**src/rtl/instruction_queue.sv**
```systemverilog
// In-order instruction queue between Fetch and the Parser: circular buffer with
// all-or-nothing bundle push, multi-lane issue and flush. IQ_STATS_EN adds a fetch-stall counter.
module instruction_queue #(
    parameter int INSTR_WIDTH = 30,
    parameter int FETCH_WIDTH = 2,
    parameter int ISSUE_WIDTH = 2,
    parameter int DEPTH       = 8,
    parameter int PC_WIDTH    = 16
) (
    input  logic                               clock_i,
    input  logic                               reset_i,
    input  logic                               flush_i,
    input  logic                               fetchValid_i,
    input  logic [FETCH_WIDTH*INSTR_WIDTH-1:0] fetchData_i,
    input  logic [PC_WIDTH-1:0]                fetchPc_i,
    output logic                               fetchReady_o,
    output logic [ISSUE_WIDTH-1:0]             issueValid_o,
    output logic [ISSUE_WIDTH*INSTR_WIDTH-1:0] issueData_o,
    output logic [ISSUE_WIDTH*PC_WIDTH-1:0]    issuePc_o,
    input  logic                               issueReady_i,
    output logic [$clog2(DEPTH+1)-1:0]         count_o
`ifdef IQ_STATS_EN
    ,
    output logic [15:0]                        stallCount_o
`endif
);

    localparam int PW = $clog2(DEPTH);
    localparam int CW = $clog2(DEPTH+1);

    logic [INSTR_WIDTH-1:0] data_q [DEPTH];
    logic [INSTR_WIDTH-1:0] data_d [DEPTH];
    logic [PC_WIDTH-1:0]    pc_q   [DEPTH];
    logic [PC_WIDTH-1:0]    pc_d   [DEPTH];
    logic [PW-1:0]          head_q, head_d, tail_q, tail_d;
    logic [CW-1:0]          count_q, count_d, pop_n;
    logic                   push, pop;

    always_comb begin
        // Readiness looks only at the registered count, never at a same-cycle pop.
        fetchReady_o = (count_q <= CW'(DEPTH - FETCH_WIDTH));
        push         = fetchValid_i && fetchReady_o && !flush_i;
        pop          = issueReady_i && !flush_i;
        pop_n        = '0;
        if (pop) begin
            pop_n = (count_q < CW'(ISSUE_WIDTH)) ? count_q : CW'(ISSUE_WIDTH);
        end
        head_d  = head_q + PW'(pop_n);
        tail_d  = push ? tail_q + PW'(FETCH_WIDTH) : tail_q;
        count_d = count_q + (push ? CW'(FETCH_WIDTH) : '0) - pop_n;
        if (flush_i) begin
            head_d  = '0;
            tail_d  = '0;
            count_d = '0;
        end
    end

    always_comb begin
        for (int e = 0; e < DEPTH; e++) begin
            data_d[e] = data_q[e];
            pc_d[e]   = pc_q[e];
            if (push) begin
                for (int k = 0; k < FETCH_WIDTH; k++) begin
                    if (tail_q + PW'(k) == PW'(e)) begin
                        data_d[e] = fetchData_i[k*INSTR_WIDTH +: INSTR_WIDTH];
                        pc_d[e]   = fetchPc_i + PC_WIDTH'(k);
                    end
                end
            end
        end
    end

    always_ff @(posedge clock_i or posedge reset_i) begin
        if (reset_i) begin
            head_q  <= '0;
            tail_q  <= '0;
            count_q <= '0;
            for (int e = 0; e < DEPTH; e++) begin
                data_q[e] <= '0;
                pc_q[e]   <= '0;
            end
        end else begin
            head_q  <= head_d;
            tail_q  <= tail_d;
            count_q <= count_d;
            for (int e = 0; e < DEPTH; e++) begin
                data_q[e] <= data_d[e];
                pc_q[e]   <= pc_d[e];
            end
        end
    end

    // Issue lanes read storage combinationally; lane 0 is always the oldest entry.
    generate
        for (genvar gi = 0; gi < ISSUE_WIDTH; gi++) begin : g_lane
            logic [PW-1:0] rd_idx;
            assign rd_idx           = head_q + PW'(gi);
            assign issueValid_o[gi] = (count_q > CW'(gi));
            assign issueData_o[gi*INSTR_WIDTH +: INSTR_WIDTH] = data_q[rd_idx];
            assign issuePc_o[gi*PC_WIDTH +: PC_WIDTH]         = pc_q[rd_idx];
        end
    endgenerate

    assign count_o = count_q;

`ifdef IQ_STATS_EN
    logic [15:0] stall_count_q, stall_count_d;

    always_comb begin
        stall_count_d = stall_count_q;
        if (fetchValid_i && !fetchReady_o && !flush_i && stall_count_q != 16'hFFFF) begin
            stall_count_d = stall_count_q + 16'd1;
        end
    end

    // Only reset clears the statistic; a flush leaves it alone.
    always_ff @(posedge clock_i or posedge reset_i) begin
        if (reset_i) begin
            stall_count_q <= '0;
        end else begin
            stall_count_q <= stall_count_d;
        end
    end

    assign stallCount_o = stall_count_q;
`endif

endmodule

```
**config.mk**
```make
export PLATFORM = sky130hd
export DESIGN_NAME = instruction_queue
export DESIGN_NICKNAME = d
export VERILOG_FILES = /design/src/rtl/instruction_queue.sv
export SDC_FILE = /design/constraint.sdc
export NUM_CORES = 1
export LEC_CHECK = 0
export BUFFER_PORTS_ARGS = -buffer_cell sky130_fd_sc_hd__buf_2
export CAP_MARGIN = 5
export CELL_PAD_IN_SITES_DETAIL_PLACEMENT = 1
export CELL_PAD_IN_SITES_GLOBAL_PLACEMENT = 1
export CORE_ASPECT_RATIO = 1.25
export CORE_MARGIN = 3
export CORE_UTILIZATION = 30
export DETAILED_ROUTE_END_ITERATION = 12
export PLACE_DENSITY_LB_ADDON = 0.25
export REMOVE_ABC_BUFFERS = 1
export SLEW_MARGIN = 20
export SYNTH_ARGS = -nofsm -noshare
export SYNTH_HDL_FRONTEND = slang
export SYNTH_SLANG_ARGS = --single-unit
```
**constraint.sdc**
```tcl
create_clock -name clock_i -period 30.9 [get_ports clock_i]
set_input_delay 6.18 -clock clock_i [delete_from_list [all_inputs] [get_ports clock_i]]
set_output_delay 6.18 -clock clock_i [all_outputs]
set_load 0.02 [all_outputs]
```
Word-level counts from Yosys, hierarchy flattened. Cells that the tools add are included.

Register bits after elaboration: 378. Bits of input ports: 81. Output and inout port bits: 99. Logic and storage cells: 122.

Muxes and demuxes: 51. Reductions and logical operators: 23. Order comparisons: 6. Bitwise logic cells: 2. Eq/ne operators: 14. Add/subtract/negate cells: 7.

Operators by type and width (count): 2-to-1 mux 30 bit (20); 2-to-1 mux 16 bit (20); binary-select mux 30 bit (select 3 bit) (2); binary-select mux 16 bit (select 3 bit) (2); == test 3 bit (second input constant) (8); nonzero test 2 bit (9); adder 16 x 1 -> 16 bit (second input constant) (1); AND reduction 2 bit (8); == test 3 x 2 -> 1 bit (second input constant) (4); 2-to-1 mux 4 bit (3); 2-to-1 mux 3 bit (3); greater-or-equal comparator 4 bit (second input constant) (2); greater-than comparator 4 x 1 -> 1 bit (second input constant) (2); NOT 3 -> 4 bit (2); adder 3 x 1 -> 3 bit (second input constant) (2); == test 3 x 1 -> 1 bit (second input constant) (2); zero test 3 bit (2); adder 4 x 2 -> 4 bit (1); <= comparator 4 x 3 -> 1 bit (second input constant) (1); < comparator 4 x 2 -> 1 bit (second input constant) (1); subtractor 4 bit (1); adder 3 x 2 -> 3 bit (second input constant) (1); adder 3 bit (1); logical AND 1 bit (3); 2 further kinds (2).

Longest topological paths before layout. Gate-level depths: netlist (run 1).

Depth after elaboration: 7. Gate-level depth with buffers: 12. Mapped depth without buffers: 11.

Least setup slack after synthesis (run 1). No wires, ideal clock.

Path kind: flip-flop to output port. Start point: register head_q[1]. End point: output issueData_o[30]. Data required time: 24.720 ns. Arrival time: 1.992 ns. Path slack: 22.728 ns. Buffers on the path: 2. Cell stages (with the launch flop): 6. Cells stage by stage: dfrtp_1 ha_1 clkbuf_1 buf_1 mux4_2 mux2_2.

Cells in the longest elaborated chain, start to end: 5.

Ends and longest elaborated chain: from (decl) (line 35) `logic [PW-1:0] head_q, head_d, tail_q, tail_d;`; from (signal assigned) (line 75) `head_q <= '0;`; from (signal assigned) (line 83) `head_q <= head_d;`; adder 3 x 1 -> 3 bit (line 97) `assign rd_idx = head_q + PW'(gi);`; NOT 3 -> 4 bit (not written as such) (line 99) `assign issueData_o[gi*INSTR_WIDTH +: INSTR_WIDTH] = data_q[rd_idx];`; binary-select mux 30 bit (select 3 bit) (line 99); 2-to-1 mux 30 bit (not written as such) (2 in a row) (line 99); to (decl) (line 18) `output logic [ISSUE_WIDTH*INSTR_WIDTH-1:0] issueData_o,`.

No other way between the ends. The select of a mux whose other input is x is not followed.

Final worst setup path (run 1).
Start point: register head_q[0]. End point: output issueData_o[36].

Same word-level chain as after synthesis.

==> results.json, run 1 <==
{
  "cts.htree.levels": 2,
  "critical_path.max_stage_delay_ns": 0.93,
  "cp_slowest_cell": "buf_4",
  "synth_cell_types": 33,
  "area_delta_synth_final_pct": 13.9,
  "dr.first_iter.drc_count": 990,
  "insertion_delay_ns": 0.56,
  "initial_utilization": 0.304,
  "clk_pin_slew_ns": 0.06,
  "grt-ovfl-total": 0,
  "synth_seq_area_share": 0.430,
  "path_buf_inv": 4,
  "final_common_cell": "nand2_1",
  "dieArea_mm2": 0.0765,
  "grt_max_degree": 90,
  "ir_worst_vdd_mv": 0.0394,
  "syn_area_mm2": 0.0220,
  "fin_nets": 2176,
  "post_cts_resized": 0,
  "synth_seq_cells": 377,
  "min_period_over_period": 0.358,
  "fmax_ghz": 0.0904,
  "crit_fanout": 60,
  "hold_class": "register to register",
  "dr.pass1.iters": 5,
  "p_leak_nw": 10.9,
  "rsz0062_at_grt": "false",
  "via_count": 16000,
  "maxSlewViolCount": 0,
  "crit_top_cell": "buf_4",
  "crit_family": "buffers and inverters",
  "cts-root-buf": "clkbuf_16",
  "slew_headroom": 0.277,
  "antenna_found_initial": 8,
  "syn_area_per_cell_um2": 10.8,
  "path_cells": "buf_4 > buf_4 > buf_6 > mux4_2 > mux2_2 > buf_2",
  "finClkSkew_ns": 0.0230,
  "place_inst": 2982,
  "powerDensity_mw_per_mm2": 90.2,
  "worstSetupStartpointType": "register",
  "synth_ff_type": "dfrtp_1",
  "worstSetupPathType": "register to output port",
  "required_ns": 24.72,
  "cts_buffers": 44,
  "fin_crit_ns": 11.06,
  "port_buffers": 179,
  "cts_tree": "done",
  "cp.depth": 6,
  "drc": 0,
  "ys_async_sr_fraction": 1.00,
  "ant_nets": 0,
  "r2r_cells": 8,
  "hold_depth": 2,
  "setup_viol": 0,
  "rows": 110,
  "end_kind": "output port",
  "fin_setup_tns_ns": 0,
  "worst_pin_slew_ns": 1.08,
  "drive_gt1_frac": 0.270,
  "coreArea_mm2": 0.0723,
  "syn-instance-count": 2024,
  "grtUsageTotal": 0.188,
  "ctsLongestPathBuffers": 3,
  "dp_hpwl_um": 43900,
  "clock_sinks": 377,
  "postCtsSetupRepairBufs": 0,
  "ios": 180,
  "crit_arrival_ns": 4.88,
  "die_h_um": 308,
  "die_w_um": 248,
  "hold_viol": 0,
  "wirelength_um": 71000,
  "cap_viol_max_count": 0,
  "synth-warning-count": 0,
  "gp_congestion": 0.794,
  "synth_edf_count": 0,
  "outcome": "finished, final reports clean",
  "first_global_vias": 17700,
  "grt_pass1_wl_um": 111000,
  "hold_buffers": 0,
  "wl_per_cell_um": 23.2,
  "layout.cells.non_filler": 3061,
  "via_per_inst": 5.22,
  "final_cell_mix": "nand2_1, dfrtp_1, o21ai_1, mux4_2, buf_2"
}
-- per-stage QoR --
stage / hold WS [ns] / instance area [um^2] / setup WS, ns / util / total power, W
2_1_floorplan: 0.457 / 21100 / 14.25 / - / 0.00142
3_3_place_gp: 0.471 / 23500 / 20.14 / 0.325 / 0.00170
3_5_place_dp: 0.486 / 23500 / 19.99 / 0.325 / 0.00173
4_1_cts: 0.501 / 25000 / 19.37 / 0.346 / 0.00229
5_1_grt: 0.517 / 25000 / 19.40 / 0.346 / 0.00240
6_report: 0.498 / 25000 / 19.84 / 0.346 / 0.00226
-- cell type report --
class	count	area, um^2
Fill cell	7941	47200
Multi-Input combinational cell	1432	11700
Sequential cell	377	9450
Clock buffer	66	1330
Tap cell	952	1190
Timing Repair Buffer	210	1150
Clock inverter	9	151
Inverter	12	52.6
Antenna cell	3	7.51
-- where the power goes --
part / switching [W] / internal (W) / total [W]
logic: 0.000468 / 0.000397 / 0.000865
registers: 0.000163 / 0.000686 / 0.000849
clock network: 0.000214 / 0.000328 / 0.000541
total: 0.000845 / 0.00141 / 0.00226
-- worst paths after layout --
path | start | endpoint | slack (ns)
setup / recovery | head_q[0]$_DFF_PP0_ | issueData_o[36] | 19.84
hold / removal | data_q[178]$_DFFE_PP0P_ | data_q[178]$_DFFE_PP0P_ | 0.50
setup reg to reg | tail_q[1]$_DFFE_PP0N_ | data_q[84]$_DFFE_PP0P_ | 27.82
hold reg to reg | data_q[178]$_DFFE_PP0P_ | data_q[178]$_DFFE_PP0P_ | 0.50
max in group asynchronous | reset_i | data_q[108]$_DFFE_PP0P_ | 21.53
min in group asynchronous | reset_i | data_q[107]$_DFFE_PP0P_ | 5.69
-- kinds of logic (layout without fill, tap and decap cells) --
group	after synthesis	after routing	synth area share
other	0	3	0
DFF	377	377	0.430
muxes	447	447	0.316
and+or+nand+nor	716	716	0.132
AOI/OAI and AO/OA	189	189	0.0435
buffers and inverters	215	297	0.0420
xor gates and xnor gates	62	62	0.0247
adders and majority gates	18	18	0.0113
-- per-layer routing --
metal  track usage  vias to the layer above  share of wire
li1              -                     7196              -
met1         0.246                     8412           0.44
met2         0.328                      262           0.50
met3        0.0295                       92          0.038
met4        0.0436                        8          0.020
met5             0                        -        0.00065
-- worst min-delay path, stage by stage (launching register included) --
cell and delay [ns]:
dfrtp_1 0.36, nand2_1 0.05, nand2_1 0.06
-- registers in the layout, summed over array words and instances (netlist names) --
signal / count
count_o: 4
tail_q: 2
head_q: 3
pc_q: 128
data_q: 240
-- synth_stat cells, types with 5 or more instances --
cell type	number	area share
nand2_1	619	0.11
dfrtp_1	377	0.43
mux4_2	184	0.19
o21ai_1	184	0.042
mux2i_1	125	0.057
clkbuf_1	92	0.016
mux2_2	92	0.047
buf_2	52	0.012
mux2_1	46	0.024
buf_1	42	0.0072
xor2_1	34	0.014
nand4_1	29	0.0083
xnor2_1	28	0.011
ha_1	15	0.0085
nor4_1	13	0.0037
buf_4	12	0.0041
nand3_1	12	0.0027
inv_1	11	0.0019
nor2_1	11	0.0019
nor2b_1	8	0.0023
nor3_1	8	0.0018
and4_1	5	0.0020
clkbuf_2	5	0.0011
No activity file was read; power rests on OpenSTA's default activity.
==> run 2: changes to the inputs <==
--- a/config.mk
+++ b/config.mk
@@ -5,6 +5,7 @@
 export SDC_FILE = /design/constraint.sdc
 export NUM_CORES = 1
 export LEC_CHECK = 0
+export ABC_AREA = 1
 export BUFFER_PORTS_ARGS = -buffer_cell sky130_fd_sc_hd__buf_2
 export CAP_MARGIN = 5
 export CELL_PAD_IN_SITES_DETAIL_PLACEMENT = 1
==> constraint.sdc (replaced) <==
create_clock -name clock_i -period 11.1 [get_ports clock_i]
set_input_delay 2.22 -clock clock_i [delete_from_list [all_inputs] [get_ports clock_i]]
set_output_delay 2.22 -clock clock_i [all_outputs]
set_load 0.02 [all_outputs]
==> run 2 against run 1 <==
Compared with the run above: total power increased to 3.0 times the previous value; global-route usage rose by 3.1 points; register-to-register slack got worse by 20 ns; count of clock-buffer cells in the layout up 6; sequential share of layout area fell by 0.77 points; final area rose by 2.0%; sequential power rose to 2.8 times the previous value; non-clock buffer count stayed put; worst setup slack worse by 16 ns; hold slack worse by 0.014 ns; area after synthesis grew 4.3%; first-iteration DRC count is 32% higher; critical path type unchanged.
==> results.json, run 2 <==
{
  "insertion_delay_ns": 0.59,
  "postCtsSetupRepairBufs": 0,
  "path_buf_inv": 3,
  "path_cells": "ha_4 > clkinv_2 > buf_4 > a21oi_1 > o21ai_0 > nand3_1 > a21boi_1 > buf_2",
  "ys_async_sr_fraction": 1.00,
  "die_h_um": 315,
  "synth.top_cells.by_count": "nand2_1, o21ai_0, dfrtp_1",
  "cts.htree.levels": 2,
  "port_buffers": 179,
  "wl_per_cell_um": 20.9,
  "min_from": "pc_q[55]$_DFFE_PP0P_",
  "crit_fanout": 70,
  "rr_startpoint": "tail_q[1]$_DFFE_PP0N_",
  "worst_pin_slew_ns": 1.11,
  "setup_slack_ns": 4.31,
  "wl_met3_um": 3560,
  "initial_utilization": 0.305,
  "clock_sinks": 377,
  "p_leak_nw": 11.3,
  "rows": 112,
  "fmax_ghz": 0.147,
  "hold_depth": 2,
  "synthTopCellsByArea": "dfrtp_1, o21ai_0, nand2_1, a21oi_1, o21ai_1",
  "min_period_over_period": 0.612,
  "worstSetupStartpointType": "register",
  "final_cell_mix": "nand2_1, o21ai_0, dfrtp_1, a21oi_1, inv_1",
  "synth_seq_cells": 377,
  "synth_top_cell_area_share": 0.412,
  "area_delta_synth_final_pct": 11.5,
  "drc": 0,
  "clk_pin_slew_ns": 0.06,
  "wirelength_um": 87800,
  "fin_nets": 3288,
  "gp_congestion": 0.787,
  "hold_class": "register to register",
  "final_common_cell": "nand2_1",
  "fin_crit_ns": 6.79,
  "regMostFlops": "data_q",
  "powerDensity_mw_per_mm2": 265,
  "cts_buffers": 48,
  "synth_ff_type": "dfrtp_1",
  "rsz0062_at_grt": "false",
  "ant_nets": 0,
  "met1_length_um": 39400,
  "cp_slowest_cell": "dfrtp_4",
  "grt_pass1_wl_um": 137000,
  "crit_family": "buffers and inverters",
  "grt_max_degree": 245,
  "power_w": 0.00677,
  "hold_path_end": "pc_q[55]$_DFFE_PP0P_",
  "dr.max_layer_used": "met5",
  "layout.cells.non_filler": 4192,
  "cts_tree": "done",
  "cap_viol_max_count": 0,
  "postLayoutCellArea_mm2": 0.0255,
  "pre_cts_ws_ns": 4.92,
  "hold_buffers": 0,
  "r2r_cells": 7,
  "syn_area_per_cell_um2": 7.18,
  "cts-root-buf": "clkbuf_16",
  "synth_most_common_cell": "nand2_1",
  "r2r_slack_ns": 7.96,
  "ios": 180,
  "dr.first_iter.drc_count": 1304,
  "dr.pass1.iters": 5,
  "worstReg2RegEnd": "pc_q[34]$_DFFE_PP0P_",
  "crit_arrival_ns": 4.57,
  "synth_seq_area_share": 0.412,
  "worstSetupPathType": "register to output port",
  "first_global_vias": 23200,
  "setup_viol": 0,
  "placed_cell_area_mm2": 0.0239,
  "via_per_inst": 5.36,
  "via_count": 22500,
  "ctsLongestPathBuffers": 3,
  "drive_gt1_frac": 0.0990,
  "slew_headroom": 0.260,
  "required_ns": 8.88,
  "outcome": "finished, final reports clean",
  "end_kind": "output port",
  "place_inst": 4107,
  "finClkSkew_ns": 0.0264,
  "critical_path.max_stage_delay_ns": 0.93,
  "post_cts_resized": 0,
  "route.met2.wl_um": 42600,
  "coreArea_mm2": 0.0751,
  "hold_viol": 0,
  "yosys.area.top_type": "dfrtp_1",
  "dieArea_mm2": 0.0797,
  "syn_area_mm2": 0.0229,
  "dp_hpwl_um": 51000,
  "ir_worst_vdd_mv": 0.114,
  "antenna_found_initial": 12,
  "largest_register_ffs": 240,
  "die_w_um": 253,
  "grtUsageTotal": 0.219,
  "grt-ovfl-total": 0,
  "synth-warning-count": 0,
  "maxSlewViolCount": 0,
  "synth_cell_types": 33,
  "fin_util": 0.340,
  "syn-instance-count": 3190,
  "synth_edf_count": 0
}
[run 2: cell count changes after synthesis, sizes merged, moves of 30 or more]
cell / delta
buf: +82
mux4: -184
xor2: -30
o21ai: +660
nand2: +167
mux2i: -125
o211ai: +64
a21oi: +272
inv: +240
nand3: +105
mux2: -138
a21boi: +31
nor2: +86
o21a: +49
[run 2: worst register-to-register path, delay by kind of cell, from the launching register on]
family,cells,cell delay (ns)
buffers and inverters,3,1.79
and+or+nand+nor,1,0.09
DFF,1,0.47
adders and majority gates,1,0.17
AOI/OAI and AO/OA,2,0.52
[run 2: report_power, final]
group | leakage, nW | internal, W | switching [W]
registers | 4.64 | 0.00199 | 0.000375
clock network | 0.754 | 0.000942 | 0.000643
logic | 5.86 | 0.000934 | 0.00189
total | 11.3 | 0.00386 | 0.00291
[run 2: kinds of logic (layout without fill, tap and decap cells)]
logic type | count (synthesis) | count (layout) | synth area share
AO/OA/AOI/OAI | 1262 | 1262 | 0.294
AND/OR/NAND/NOR | 1011 | 1011 | 0.175
buffers and inverters | 513 | 544 | 0.105
flip-flops | 377 | 377 | 0.412
adder cells (fa/ha/maj) | 18 | 18 | 0.0108
XOR/XNOR | 9 | 9 | 0.00344
other | 0 | 2 | 0
[run 2: worst max-delay path by stage]
stage	endpoint	depth (start not counted)	start	slack, ns
floorplan	issuePc_o[16]	4	head_q[0]$_DFF_PP0_	-1.63
CTS	issueData_o[32]	8	head_q[0]$_DFF_PP0_	4.28
global placement	issueData_o[32]	8	head_q[0]$_DFF_PP0_	4.95
detailed placement	issueData_o[32]	8	head_q[0]$_DFF_PP0_	4.92
finish	issueData_o[32]	8	head_q[0]$_DFF_PP0_	4.31
global route	issueData_o[48]	8	head_q[0]$_DFF_PP0_	3.96
[run 2: routing by layer]
layer,GRT usage,up-vias
met5,0,-
met2,0.383,449
li1,-,10600
met1,0.283,11200
met4,0.0561,14
met3,0.0307,135
[run 2: cell type report]
type                            count  area (um^2)
Fill cell                        9269        49600
Multi-Input combinational cell   2300        11200
Sequential cell                   377         9440
Clock buffer                       72         1410
Tap cell                          969         1210
Timing Repair Buffer              210         1160
Inverter                          252          968
Clock inverter                     10          134
Antenna cell                        2         5.00
[run 2: per-stage QoR]
stage	hold slack [ns]	setup TNS [ns]
final	0.484	0
after global routing	0.519	0
after CTS	0.491	0
after detailed placement	0.477	0
after global placement	0.468	0
after floorplan	0.453	-722.79
